==> config.mk <==
export PLATFORM = sky130hd
export DESIGN_NAME = swan_bus_master
export DESIGN_NICKNAME = d
export VERILOG_FILES = /design/src/rtl/swan_bus_master.sv
export SDC_FILE = /design/constraint.sdc
export NUM_CORES = 1
export LEC_CHECK = 0
export BUFFER_PORTS_ARGS = -buffer_cell sky130_fd_sc_hd__clkbuf_2
export CAP_MARGIN = 20
export CORE_MARGIN = 5
export CORE_UTILIZATION = 35
export DETAILED_ROUTE_END_ITERATION = 8
export PLACE_DENSITY = 0.73
export SLEW_MARGIN = 5
export SYNTH_ARGS = -nofsm -noshare
export SYNTH_HDL_FRONTEND = slang
export SYNTH_SLANG_ARGS = --single-unit
==> constraint.sdc <==
create_clock -name FastClk -period 2.6 [get_ports FastClk]
set_input_delay 0.39 -clock FastClk [delete_from_list [all_inputs] [get_ports FastClk]]
set_output_delay 0.39 -clock FastClk [all_outputs]
set_load 0.02 [all_outputs]
==> src/rtl/swan_bus_master.sv <==
// swan_bus_master: sequences one cartridge bus cycle per accepted request
// through SETUP, STROBE and HOLD phases with programmable lengths.
// Optional feature macro: SWAN_BUS_MASTER_IO_EN (honour ReqIo on nIO).
// Without it every cycle is a memory cycle and nIO stays high.
module swan_bus_master #(
  parameter int SETUP_CYCLES  = 2,
  parameter int STROBE_CYCLES = 4,
  parameter int HOLD_CYCLES   = 2
) (
  input  logic        FastClk,
  input  logic        Reset,
  input  logic        ReqValid,
  output logic        ReqReady,
  input  logic        ReqWrite,
  input  logic        ReqIo,
  input  logic [8:0]  ReqAddrLo,
  input  logic [3:0]  ReqAddrHi,
  input  logic [15:0] ReqData,
  output logic        RespValid,
  output logic [15:0] RdData,
  output logic        nSel,
  output logic        nOE,
  output logic        nWE,
  output logic        nIO,
  output logic [8:0]  AddrLo,
  output logic [3:0]  AddrHi,
  output logic [15:0] DataOut,
  output logic        DataOe,
  input  logic [15:0] DataIn
);

  typedef enum logic [1:0] {IDLE, SETUP, STROBE, HOLD} busStateT;

`ifdef SWAN_BUS_MASTER_IO_EN
  localparam bit IoEnable = 1'b1;
`else
  localparam bit IoEnable = 1'b0;
`endif

  localparam logic [3:0] SetupLast  = 4'(SETUP_CYCLES - 1);
  localparam logic [3:0] StrobeLast = 4'(STROBE_CYCLES - 1);
  localparam logic [3:0] HoldLast   = 4'(HOLD_CYCLES - 1);

  busStateT    state;
  busStateT    nextState;
  logic [3:0]  phase;
  logic [3:0]  nextPhase;
  logic        running;
  logic        writeR;
  logic        ioR;
  logic        accept;
  logic        nextWrite;
  logic        nextIo;
  logic        nextActive;
  logic        nextStrobe;
  logic        lastStrobe;

  // ReqReady is held low during reset and for the edge that releases it
  assign ReqReady = (state == IDLE) && running;
  assign accept   = ReqValid && ReqReady;

  // Next-state and phase counter decode; also precompute next-cycle pin values
  always_comb begin
    nextState  = state;
    nextPhase  = phase;
    nextWrite  = writeR;
    nextIo     = ioR;
    lastStrobe = 1'b0;
    if (accept) begin
      nextWrite = ReqWrite;
      nextIo    = ReqIo;
    end
    case (state)
      IDLE: begin
        if (accept) begin
          nextState = SETUP;
          nextPhase = 4'd0;
        end
      end
      SETUP: begin
        if (phase == SetupLast) begin
          nextState = STROBE;
          nextPhase = 4'd0;
        end else begin
          nextPhase = phase + 4'd1;
        end
      end
      STROBE: begin
        if (phase == StrobeLast) begin
          nextState  = HOLD;
          nextPhase  = 4'd0;
          lastStrobe = 1'b1;
        end else begin
          nextPhase = phase + 4'd1;
        end
      end
      HOLD: begin
        if (phase == HoldLast) begin
          nextState = IDLE;
          nextPhase = 4'd0;
        end else begin
          nextPhase = phase + 4'd1;
        end
      end
      default: begin
        nextState = IDLE;
        nextPhase = 4'd0;
      end
    endcase
    nextActive = (nextState != IDLE);
    nextStrobe = (nextState == STROBE);
  end

  // State register and shared phase counter
  always_ff @(posedge FastClk or posedge Reset) begin
    if (Reset) begin
      state   <= IDLE;
      phase   <= 4'd0;
      running <= 1'b0;
    end else begin
      state   <= nextState;
      phase   <= nextPhase;
      running <= 1'b1;
    end
  end

  // Capture the request fields on acceptance; they double as the address/data pins
  always_ff @(posedge FastClk or posedge Reset) begin
    if (Reset) begin
      writeR  <= 1'b0;
      ioR     <= 1'b0;
      AddrLo  <= '0;
      AddrHi  <= '0;
      DataOut <= '0;
    end else if (accept) begin
      writeR  <= ReqWrite;
      ioR     <= ReqIo;
      AddrLo  <= ReqAddrLo;
      AddrHi  <= ReqAddrHi;
      DataOut <= ReqData;
    end
  end

  // Registered bus controls, derived from the state being entered
  always_ff @(posedge FastClk or posedge Reset) begin
    if (Reset) begin
      nSel   <= 1'b1;
      nOE    <= 1'b1;
      nWE    <= 1'b1;
      nIO    <= 1'b1;
      DataOe <= 1'b0;
    end else begin
      nSel   <= !nextActive;
      nOE    <= !(nextStrobe && !nextWrite);
      nWE    <= !(nextStrobe && nextWrite);
      nIO    <= !(nextActive && nextIo && IoEnable);
      DataOe <= nextActive && nextWrite;
    end
  end

  // Read data is taken on the final strobe edge and flagged for one HOLD cycle
  always_ff @(posedge FastClk or posedge Reset) begin
    if (Reset) begin
      RespValid <= 1'b0;
      RdData    <= '0;
    end else begin
      RespValid <= lastStrobe && !writeR;
      if (lastStrobe && !writeR) begin
        RdData <= DataIn;
      end
    end
  end

endmodule

Yosys cells after proc, flatten, opt, wreduce, memory -nomap -nowiden
Cells that the tools add are included.
Word-level totals
  memories kept: 0
  input port bits: 50
  logic and storage cells: 47
  latch bits: 0
  output and inout bits: 52
  memory bits (read-only): 0
  flip-flop bits (word level): 58
  RAM bits: 0
Cells by class
  magnitude comparators: 0
  mux-type cells: 12
  add/subtract/negate cells: 1
  reductions and logical operators: 14
  shift operators: 0
  multipliers: 0
  bitwise logic cells: 0
  div/mod/pow operators: 0
  equality and inequality tests: 7
Operator list (count)
  4-bit two-way mux: 3
  4-bit one-hot mux with 3 select lines: 1
  2-bit two-way mux: 4
  2-bit one-hot mux with 4 select lines: 1
  2-bit == test, second input constant: 3
  1-bit logical AND: 6
  1-bit zero test: 5
  4-bit by 1-bit adder with 4-bit output, second input constant: 1
  4-bit by 1-bit == test with 1-bit output, second input constant: 1
  4-bit by 2-bit == test with 1-bit output, second input constant: 1
  1-bit two-way mux: 3
  2-bit by 1-bit == test with 1-bit output, second input constant: 1
  2-bit zero test: 1
  2-bit inequality test, second input constant: 1
  2-bit nonzero test: 1
  2-bit OR reduction: 1

Logic depth before layout (Yosys ltp)
  depth after elaboration: 8
  depth in mapped cells: 6

Worst setup path before layout
Ideal clock, no wire load.
  path type: reg-to-reg
  start: register state[0]
  end: register AddrHi[2]
  period minus slack after synthesis: 1510 ps
  stages on the path, launching flop included: 7
  data arrival time: 1385 ps
  setup slack: 1090 ps
  library setup time: 125 ps
  path through: dfrtp_1 buf_6 nor2_4 and3_1 buf_6 buf_8 mux2_4
Between the ends
  word-level cells in the longest chain between the ends: 3
Ends and longest elaborated chain
  start, declared: RTL line 44  | busStateT state;
  start signal, assigned: RTL line 121  | state <= nextState;
  2-bit zero test: RTL line 59  | assign ReqReady = (state == IDLE) && running;
  1-bit logical AND: RTL line 59
  1-bit logical AND: RTL line 60  | assign accept = ReqValid && ReqReady;
  end signal, assigned: RTL line 139  | AddrHi <= ReqAddrHi;
  end, declared: RTL line 26  | output logic [3:0] AddrHi,
No other way between the ends.
A chain may end at the register's enable or synchronous reset.

Worst setup path in the final report
  start: register state[0]
  end: output ReqReady
Between the ends
  word-level cells in the longest chain between the ends: 2
Ends and longest elaborated chain
  2-bit zero test: RTL line 59
  1-bit logical AND: RTL line 59
  end, declared: RTL line 13  | output logic ReqReady,
No other way between the ends.

==> impl_results.html <==
<table>
<tr><th>Metric</th><th>Value</th></tr>
<tr><th colspan="2">Synthesis</th></tr>
<tr><td>Syn avg cell area</td><td>16.38 sq um</td></tr>
<tr><td>Proportion of synthesized chip area in sequential cells</td><td>0.5806</td></tr>
<tr><td>Prevailing post-synth register cell</td><td>sky130_fd_sc_hd__dfrtp_1</td></tr>
<tr><td>Yosys synthesis warning count</td><td>0</td></tr>
<tr><td>Leading cell type by number of instances after synthesis</td><td>sky130_fd_sc_hd__dfrtp_1</td></tr>
<tr><td>Post-synthesis instance area</td><td>approximately 2500 sq um</td></tr>
<tr><td>Total of flip-flops plus latches after synthesis</td><td>58</td></tr>
<tr><td>Cell count after synthesis</td><td>153</td></tr>
<tr><td>List of most frequent post-synthesis cells</td><td>55 x sky130_fd_sc_hd__dfrtp_1, 35 x sky130_fd_sc_hd__mux2_4, 11 x sky130_fd_sc_hd__mux2_2</td></tr>
<tr><td>Cell variety after synth</td><td>39</td></tr>
<tr><td>Largest area contributor in the netlist</td><td>sky130_fd_sc_hd__dfrtp_1</td></tr>
<tr><td>Area contributors post-synth</td><td>sky130_fd_sc_hd__dfrtp_1 55%, sky130_fd_sc_hd__mux2_4 21%, sky130_fd_sc_hd__mux2_2 4.9%, sky130_fd_sc_hd__dfstp_2 3.1%, sky130_fd_sc_hd__buf_6 2.2%</td></tr>
<tr><td>Yosys top cell area share</td><td>0.5492</td></tr>
<tr><td>Post-synth ARST share</td><td>1.000</td></tr>
<tr><td>EDFF count, synth</td><td>0</td></tr>
<tr><th colspan="2">Global route</th></tr>
<tr><td>Antenna violations before repair</td><td>0</td></tr>
<tr><td>GRT met3 Usage</td><td>0.05339</td></tr>
<tr><td>First-pass GRT wire length</td><td>8286 microns</td></tr>
<tr><td>Most heavily used metal layer in global routing</td><td>met2</td></tr>
<tr><td>Gr usage total</td><td>0.1216</td></tr>
<tr><td>Pin count of the biggest net entering global routing</td><td>35</td></tr>
<tr><td>GRT met2 Usage</td><td>0.1785</td></tr>
<tr><td>Vias in the first global route</td><td>1704</td></tr>
<tr><td>Overall overflow remaining after global route</td><td>0</td></tr>
<tr><td>Met1 Resource Use GR</td><td>0.1516</td></tr>
<tr><th colspan="2">CTS</th></tr>
<tr><td>Cell chosen for the clock root</td><td>sky130_fd_sc_hd__clkbuf_8</td></tr>
<tr><td>Clock transition at the registers of the reported paths</td><td>about 0.070 ns</td></tr>
<tr><td>Maximum clock path buffer count</td><td>2</td></tr>
<tr><td>Number of buffers created by CTS</td><td>9</td></tr>
<tr><td>Hold Buf Count CTS</td><td>0</td></tr>
<tr><td>Total of cells resized after clock tree synthesis</td><td>0</td></tr>
<tr><td>Skew-Pair Late Insertion Delay</td><td>0.32 ns</td></tr>
<tr><td>Depth of the CTS H-tree</td><td>3</td></tr>
<tr><td>Setup repair bufs after CTS</td><td>0</td></tr>
<tr><td>Clock sink total</td><td>58</td></tr>
<tr><td>Clock tree from TritonCTS</td><td>built</td></tr>
<tr><th colspan="2">Cells and area</th></tr>
<tr><td>Diode count</td><td>0</td></tr>
<tr><td>Final core utilization</td><td>0.4709</td></tr>
<tr><td>Number of nets in the layout</td><td>310</td></tr>
<tr><td>Synth-to-layout area growth</td><td>29.06%</td></tr>
<tr><td>Fraction of layout cells with a size suffix above 1</td><td>0.6603</td></tr>
<tr><td>Non-Filler Instances</td><td>around 360</td></tr>
<tr><th colspan="2">STA</th></tr>
<tr><td>Max Freq</td><td>568.9 MHz</td></tr>
<tr><td>Setup tns final</td><td>0 ns</td></tr>
<tr><td>Total count of max-transition violations in the final report</td><td>0</td></tr>
<tr><td>Clock skew after layout</td><td>0.006283 ns</td></tr>
<tr><td>Setup Viol. Count Final</td><td>0</td></tr>
<tr><td>Final period util</td><td>0.6761</td></tr>
<tr><td>Period minus WS final</td><td>1.758 ns</td></tr>
<tr><td>Slew at the pin closest to its max-slew limit</td><td>0.6963 ns</td></tr>
<tr><td>Final Hold Viols</td><td>0</td></tr>
<tr><td>RSZ-0062 raised after global routing</td><td>false</td></tr>
<tr><td>Worst max-slew margin expressed relative to the limit</td><td>0.5351</td></tr>
<tr><td>Worst hold slack</td><td>roughly 0.16 ns</td></tr>
<tr><th colspan="2">Floorplanning</th></tr>
<tr><td>Initial Util</td><td>0.3648</td></tr>
<tr><td>Die span in x</td><td>~95 microns</td></tr>
<tr><td>Die Outline Area</td><td>8953 sq um</td></tr>
<tr><td>Ports</td><td>102</td></tr>
<tr><td>Total number of placement rows</td><td>30</td></tr>
<tr><td>Core area</td><td>between 6000 and 7000 sq um</td></tr>
<tr><td>Die outline height</td><td>94.62 microns</td></tr>
<tr><th colspan="2">Worst hold path</th></tr>
<tr><td>Worst Hold Class</td><td>input port to asynchronous set/reset pin</td></tr>
<tr><th colspan="2">Setup path</th></tr>
<tr><td>Required time worst endpoint</td><td>2.21 ns</td></tr>
<tr><td>Reg2reg setup slack</td><td>0.85 ns</td></tr>
<tr><td>Maximum net fanout on the critical path</td><td>9</td></tr>
<tr><td>Critical path buffer and inverter count</td><td>1</td></tr>
<tr><td>Series of cell instances along the critical path</td><td>nor2_4 &gt; and2_1 &gt; clkbuf_2</td></tr>
<tr><td>Slowest CP cell</td><td>sky130_fd_sc_hd__dfrtp_1</td></tr>
<tr><td>Type of the worst setup path</td><td>register to primary output</td></tr>
<tr><td>Depth of the most critical reg-to-reg path</td><td>4</td></tr>
<tr><td>Capturing element type of the critical path</td><td>primary output</td></tr>
<tr><td>Arrival time at the worst endpoint</td><td>1.37 ns</td></tr>
<tr><td>Worst r2r src</td><td>state[0]$_DFF_PP0_</td></tr>
<tr><td>Delay-heaviest family, CP</td><td>flip-flops</td></tr>
<tr><td>End of the worst register-to-register path</td><td>AddrHi[3]$_DFFE_PP0P_</td></tr>
<tr><td>Biggest cell delay along the critical path</td><td>~0.51 ns</td></tr>
<tr><td>Critical path launch point type</td><td>register</td></tr>
<tr><th colspan="2">Pwr</th></tr>
<tr><td>Worst supply voltage drop on vdd</td><td>0.0004680 V</td></tr>
<tr><td>Power per unit of standard cell area</td><td>1317 nW/um^2</td></tr>
<tr><td>Final Power</td><td>4.259 mW</td></tr>
<tr><td>Leakage component of the power</td><td>1.677 nW</td></tr>
<tr><th colspan="2">Place</th></tr>
<tr><td># placed instances</td><td>343</td></tr>
<tr><td>IO Port Bufs</td><td>99</td></tr>
<tr><td>Post-DP HPWL</td><td>3878 microns</td></tr>
<tr><td>Gpl congestion</td><td>0.8014</td></tr>
<tr><th colspan="2">Flow run</th></tr>
<tr><td>Maximum Capacitance Violations</td><td>0</td></tr>
<tr><th colspan="2">Status</th></tr>
<tr><td>Outcome</td><td>finished, final reports clean</td></tr>
<tr><th colspan="2">Route</th></tr>
<tr><td>Antenna Nets Post-Route</td><td>0</td></tr>
<tr><td>DR DRC count</td><td>0</td></tr>
<tr><td>Vias</td><td>1554</td></tr>
<tr><td>Drt total wl</td><td>5165 microns</td></tr>
<tr><td>DR vias/cell</td><td>~4.3</td></tr>
<tr><td>DRT iter0 DRCs</td><td>61</td></tr>
<tr><td>Post-detailed-route wirelength per cell</td><td>14.43 microns</td></tr>
<tr><td>Detailed Routing Iterations Pass 1</td><td>4</td></tr>
</table>
## power breakdown
part / leakage (nW) / switching (mW) / internal, mW
logic: 0.900 / 0.960 / 0.910
clock network: 0.0855 / 0.322 / 0.392
registers: 0.691 / 0.316 / 1.36
## metrics by stage
stage | worst slack (ns) | cell area, sq um
after floorplan | 0.7870 | 2510
after global placement | 0.8894 | 3063
after detailed placement | 0.8531 | 3063
after CTS | 0.8094 | 3234
after global routing | 0.7048 | 3234
final | 0.8421 | 3234
## state kept, by name, indices dropped and copies added, names as in the netlist
register / count
nSel: 1
state: 2
writeR: 1
AddrLo: 9
nOE: 1
nWE: 1
running: 1
DataOut: 16
phase: 4
RespValid: 1
AddrHi: 4
RdData: 16
DataOe: 1
## placed cells by master, fill, tap and decap left out, types with 2 or more instances in the layout
cell type	Yosys	layout
sky130_fd_sc_hd__dfstp_2	3	3
sky130_fd_sc_hd__a21oi_1	2	2
sky130_fd_sc_hd__buf_4	1	2
sky130_fd_sc_hd__mux2_2	11	11
sky130_fd_sc_hd__ha_1	2	2
sky130_fd_sc_hd__clkbuf_2	0	99
sky130_fd_sc_hd__dfrtp_1	55	55
sky130_fd_sc_hd__nand2_1	4	4
sky130_fd_sc_hd__conb_1	1	2
sky130_fd_sc_hd__a21o_1	2	2
sky130_fd_sc_hd__clkbuf_8	0	11
sky130_fd_sc_hd__o31ai_1	2	2
sky130_fd_sc_hd__clkbuf_1	0	2
sky130_fd_sc_hd__inv_1	3	2
sky130_fd_sc_hd__mux2_4	35	35
## worst max-delay path by stage
stage                            start                     to  slack [ns]  cells after the start
floorplan                        Reset  AddrHi[0]$_DFFE_PP0P_        0.79                      1
detailed placement  state[0]$_DFF_PP0_  AddrHi[3]$_DFFE_PP0P_        0.85                      4
global route        state[0]$_DFF_PP0_               ReqReady        0.70                      3
global placement    state[0]$_DFF_PP0_  AddrHi[3]$_DFFE_PP0P_        0.89                      4
finish              state[0]$_DFF_PP0_               ReqReady        0.84                      3
CTS                 state[0]$_DFF_PP0_               ReqReady        0.81                      3
## logic make-up after synthesis
| kind of cell | synth area share |
|---|---|
| DFF | 0.5806 |
| muxes | 0.2631 |
| and+or+nand+nor | 0.05842 |
| AOI/OAI and AO/OA | 0.03545 |
| buffers and inverters | 0.04393 |
| adders and majority gates | 0.009983 |
| xor gates and xnor gates | 0.006991 |
| other | 0.001496 |
## per-layer routing
| metal | share of wire | wire [microns] |
|---|---|---|
| met1 | 0.43 | 2237 |
| met2 | 0.44 | 2298 |
| met3 | 0.10 | 537 |
| met4 | 0.018 | 92 |
| met5 | 0 | 0 |
## final cells by class
cell class | count | area [sq um]
Clock buffer | 13 | 158.9
Clock inverter | 2 | 12.51
Fill cell | 623 | 3635
Inverter | 3 | 11.26
Multi-Input combinational cell | 84 | 945.9
Sequential cell | 58 | 1455
Tap cell | 96 | 120.1
Timing Repair Buffer | 102 | 530.5
Power figures use the tool's default switching activity.
